<file path="config.mk">
export PLATFORM = sky130hd
export DESIGN_NAME = instruction_fetch_mem
export DESIGN_NICKNAME = d
export VERILOG_FILES = /design/src/rtl/instruction_fetch_mem.sv
export SDC_FILE = /design/constraint.sdc
export NUM_CORES = 2
export LEC_CHECK = 0
export ABC_AREA = 1
export ABC_CLOCK_PERIOD_IN_PS = 9900
export CORE_ASPECT_RATIO = 1.25
export CORE_MARGIN = 10
export CORE_UTILIZATION = 60
export DETAILED_ROUTE_END_ITERATION = 10
export MAX_ROUTING_LAYER = met4
export PLACE_DENSITY_LB_ADDON = 0.12
export SLEW_MARGIN = 20
export SYNTH_ARGS = -nofsm -noshare
export SYNTH_HDL_FRONTEND = slang
export SYNTH_SLANG_ARGS = --single-unit
</file>
<file path="constraint.sdc">
create_clock -name clk -period 9.9 [get_ports clk]
set_clock_uncertainty 0.1 [all_clocks]
set_input_delay 1.485 -clock clk [delete_from_list [all_inputs] [get_ports clk]]
set_output_delay 1.485 -clock clk [all_outputs]
set_load 0.02 [all_outputs]
</file>
<file path="src/rtl/instruction_fetch_mem.sv">
// Instruction memory with a fixed-latency fetch pipeline.
// Fills itself with NOP_WORD after reset, then serves fetches and program writes.
module instruction_fetch_mem #(
    parameter int          DEPTH    = 64,
    parameter int          LATENCY  = 1,
    parameter logic [31:0] NOP_WORD = 32'hE000_0000
) (
    input  logic        clk,
    input  logic        rst,
    input  logic        req_valid,
    input  logic [31:0] req_addr,
    output logic        req_ready,
    output logic        resp_valid,
    output logic [31:0] resp_data,
    output logic        resp_err,
    input  logic        resp_ready,
    input  logic        flush,
    input  logic        prog_we,
    input  logic [31:0] prog_addr,
    input  logic [31:0] prog_data,
    output logic        init_done
);

    localparam int AW = $clog2(DEPTH);
    localparam logic [AW-1:0] LAST_IDX = AW'(DEPTH - 1);

    typedef enum logic {
        S_INIT,
        S_RUN
    } state_e;

    state_e        state_q, state_d;
    logic [AW-1:0] sweep_q, sweep_d;

    logic [31:0] mem_q [DEPTH];

    logic          run;
    logic          advance;
    logic          accept;
    logic [AW-1:0] req_idx;
    logic          req_bad;
    logic [31:0]   req_word;
    logic [AW-1:0] prog_idx;
    logic          prog_bad;
    logic          mem_we;
    logic [AW-1:0] mem_waddr;
    logic [31:0]   mem_wdata;

    logic        v_q    [LATENCY];
    logic [31:0] data_q [LATENCY];
    logic        err_q  [LATENCY];

    // Fill-sweep / run state machine
    always_ff @(posedge clk) begin
        if (rst) begin
            state_q <= S_INIT;
            sweep_q <= '0;
        end else begin
            state_q <= state_d;
            sweep_q <= sweep_d;
        end
    end

    always_comb begin
        state_d = state_q;
        sweep_d = sweep_q;
        unique case (state_q)
            S_INIT: begin
                sweep_d = sweep_q + 1'b1;
                if (sweep_q == LAST_IDX) begin
                    state_d = S_RUN;
                end
            end
            S_RUN: begin
                state_d = S_RUN;
            end
        endcase
    end

    assign run       = (state_q == S_RUN);
    assign init_done = run;

    assign req_idx  = req_addr[AW+1:2];
    assign req_bad  = (|req_addr[1:0]) | (|req_addr[31:AW+2]);
    assign req_word = req_bad ? NOP_WORD : mem_q[req_idx];

    assign prog_idx = prog_addr[AW+1:2];
    assign prog_bad = (|prog_addr[1:0]) | (|prog_addr[31:AW+2]);

    // Sweep owns the write port in INIT; bad program writes are dropped
    always_comb begin
        mem_we    = 1'b0;
        mem_waddr = sweep_q;
        mem_wdata = NOP_WORD;
        if (!rst) begin
            if (!run) begin
                mem_we = 1'b1;
            end else if (prog_we && !prog_bad) begin
                mem_we    = 1'b1;
                mem_waddr = prog_idx;
                mem_wdata = prog_data;
            end
        end
    end

    always_ff @(posedge clk) begin
        if (mem_we) begin
            mem_q[mem_waddr] <= mem_wdata;
        end
    end

    assign resp_valid = v_q[LATENCY-1];
    assign resp_data  = data_q[LATENCY-1];
    assign resp_err   = err_q[LATENCY-1];

    assign advance   = !(resp_valid && !resp_ready);
    assign req_ready = run && advance && !prog_we && !flush && !rst;
    assign accept    = req_valid && req_ready;

    // Data is captured at accept, so later program writes cannot disturb it
    always_ff @(posedge clk) begin
        if (rst) begin
            for (int i = 0; i < LATENCY; i++) begin
                v_q[i]    <= 1'b0;
                data_q[i] <= NOP_WORD;
                err_q[i]  <= 1'b0;
            end
        end else if (flush) begin
            for (int i = 0; i < LATENCY; i++) begin
                v_q[i] <= 1'b0;
            end
        end else if (advance) begin
            v_q[0]    <= accept;
            data_q[0] <= accept ? req_word : NOP_WORD;
            err_q[0]  <= accept && req_bad;
            for (int i = LATENCY - 1; i > 0; i--) begin
                v_q[i]    <= v_q[i-1];
                data_q[i] <= data_q[i-1];
                err_q[i]  <= err_q[i-1];
            end
        end
    end

endmodule
</file>
==> results.md <==
* Power per cell area at between 150 and 200 nW/um^2
* Top cell type's share of synthesized area at 74.1%
* Total die area at between 150000 and 200000 um^2
* Max-Cap Viols at 0
* Post_cts resized at 0
* Residual DRC at 0
* Final wirelength at ~240000 um
* Gpl congestion at 0.889
* Max rail drop VDD at around 0.20 mV
* Syn Nets at 7142
* Worst Path Arrival at 5.34 ns
* Seq/Total Area, Yosys at between 70% and 80%
* Share of cells above drive strength 1 at 6.75%
* CTS Hold Bufs at 0
* Global-route wire length before repair at ~350000 um
* Largest net degree at the start of global routing at between 150 and 200
* Worst-path cell chain: clkdlybuf4s50_1 -> inv_1 -> nand2_1 -> nor2_1 -> nand2_1 -> nor2_1 -> nand3_4 -> buf_4 -> nand2_1 -> nand2_1 -> nand3_1 -> nor2_4
* CP max stage cell: nor2_4
* Area Overhead vs Synth at 11.1%
* Post CTS Setup Buffer Count at 0
* Overall Global Routing Usage at a little under a third
* # setup viols final at 0
* Setup TNS at 0 ns
* Nets@finish at 7123
* Leak Pwr at around 32 nW
* Distinct cell type count after synthesis at 31
* FILL cells at between 10000 and 15000
* Gate Count Post-Synth at between 7000 and 8000
* Gr ovfl total at 0
* Critical path class: input pin to register
* Mapped Area at 84400 um^2
* Max Fclk at about 0.2 GHz
* Cell mode on critical path: nand2_1
* Ranking of synthesized cells by area: edfxtp_1, nand3_1, nand2_1
* Least-Margin Pin Slew at 1.18 ns
* Critical Path RT at ~10 ns
* HP Class: register to register
* Reg2Reg Setup Slack at approximately 5.7 ns
* Seq cells post-synth at roughly 2100
* Yosys top cell by area: edfxtp_1
* Die Ht at 439 um
* Worst hold slack at approximately 0.42 ns
* EDFF count, synth at 2082
* Clock Tree Root: clkbuf_16
* CTS tree: done
* Vias in the first global route at 52600
* IO Pins at approximately 140
* DR vias at approximately 56000
* Worst skew pair latency at 0.84 ns
* Tcrit/Tclk final at about half
* R2R depth at 9
* Vias per cell at a little over 6
* Reg clk slew, reported paths at around 0.060 ns
* Ys async rst share at 0%
* CTS Buf Count at between 150 and 200
* Clk sinks at approximately 2100
* First DRT Iteration DRCs at between 8000 and 9000
* Antenna Nets Post-Route at 0
* Tmin final at 4.99 ns
* Yosys warning total at 0
* Primary FF master, synth: edfxtp_1
* Bufs on Longest Clock Path at 3
* Top post-synthesis cells by count: nand2_1, edfxtp_1, nand3_1
* Drt pass-1 iters at 6
* Crit path launch type: input pin
* Die width at 355 um
* CP Max Fanout at 38
* Routed wire per std cell at approximately 27 um
* Slowest stage delay, CP at between 1 and 1.5 ns
* Most frequent cell after synthesis: nand2_1
* Core Area at 139000 um^2
* Hold Crit Depth at 2
* Mean area per synthesized cell at ~12 um^2
* Initial antenna violation count at 6
* Status: complete, no violations
* Htree depth at 4
* PortBufs at 137
* Relative slew slack at 21.4%
* Initial Util at between 60% and 70%
* RSZ-0062 raised after global routing: no
* Slew Viols, Final at 0
* Worst Setup End Kind: register
* Final hold vios at 0
* Row Count at roughly 150
* DP Wirelength at between 100000 and 150000 um
-- registers in the layout, indices dropped and copies added (netlist names) --
| name | flops |
|---|---|
| v_q | 1 |
| err_q | 1 |
| mem_q | 2048 |
| init_done | 1 |
| sweep_q | 6 |
| data_q | 32 |
-- logic make-up after synthesis --
family          after synthesis  synth area share [%]
fa+ha+maj                     1                0.0148
flops                      2089                  74.3
simple gates               4305                  22.0
buf+inv                     523                  2.99
compound gates              121                 0.764
-- placed cells by master, fill, tap and decap left out, drive strengths merged, types with 32 or more instances in the layout --
master	n
clkinv	73
edfxtp	2082
nand3	1798
a21oi	32
clkbuf	249
nor2	279
o21ai	61
inv	76
buf	111
nand2	2207
clkdlybuf4s50	131
-- power by group --
part           total (W)  switching [W]  internal, W
registers        0.00963      0.0000159      0.00962
clock network    0.00709        0.00316      0.00392
logic            0.00103       0.000752     0.000282
total             0.0178        0.00393       0.0138
-- path summary, 6_finish.rpt --
| check | start | to |
|---|---|---|
| max | prog_addr[0] | mem_q[60][29] |
| min | sweep_q[5] | sweep_q[5] |
| max reg2reg | init_done | mem_q[4][0] |
| min reg2reg | sweep_q[5] | sweep_q[5] |
-- worst max-delay path: cells and delay by family --
family / cells / cell delay [ns]
buffers and inverters: 3 / 1.25
and+or+nand+nor: 9 / 2.55
-- layout make-up --
| type | count | area, um^2 | area share [%] |
|---|---|---|---|
| sequential | 2089 | 62700 | 66.9 |
| multi-input combinational | 4427 | 19900 | 21.2 |
| clock inverter | 94 | 788 | 0.841 |
| tap | 1860 | 2330 | 2.48 |
| antenna | 7 | 17.5 | 0.0187 |
| clock buffer | 249 | 5060 | 5.40 |
| timing repair buffer | 242 | 2640 | 2.82 |
| inverter | 71 | 303 | 0.323 |
-- stage by stage --
step	std cells	total power (W)	instance area [um^2]	setup WS (ns)	util [%]
after CTS	9019	0.0178	93400	4.82	67.0
final	9039	0.0178	93700	4.91	67.2
after detailed placement	8676	0.0108	87500	3.94	62.8
after global placement	8668	0.0108	87300	3.98	62.7
after global routing	9035	0.0182	93700	4.71	67.2
after floorplan	7039	0.0105	84400	5.52	-
-- layer usage --
metal | routed length (um) | track usage [%] | up-vias
met2 | 110000 | 45.9 | 3391
met5 | 0 | - | -
li1 | - | - | 24900
met3 | 26300 | 6.35 | 535
met1 | 92100 | 42.2 | 27600
met4 | 12400 | 14.8 | 0
Note: power is estimated with default switching activity, not from simulation.
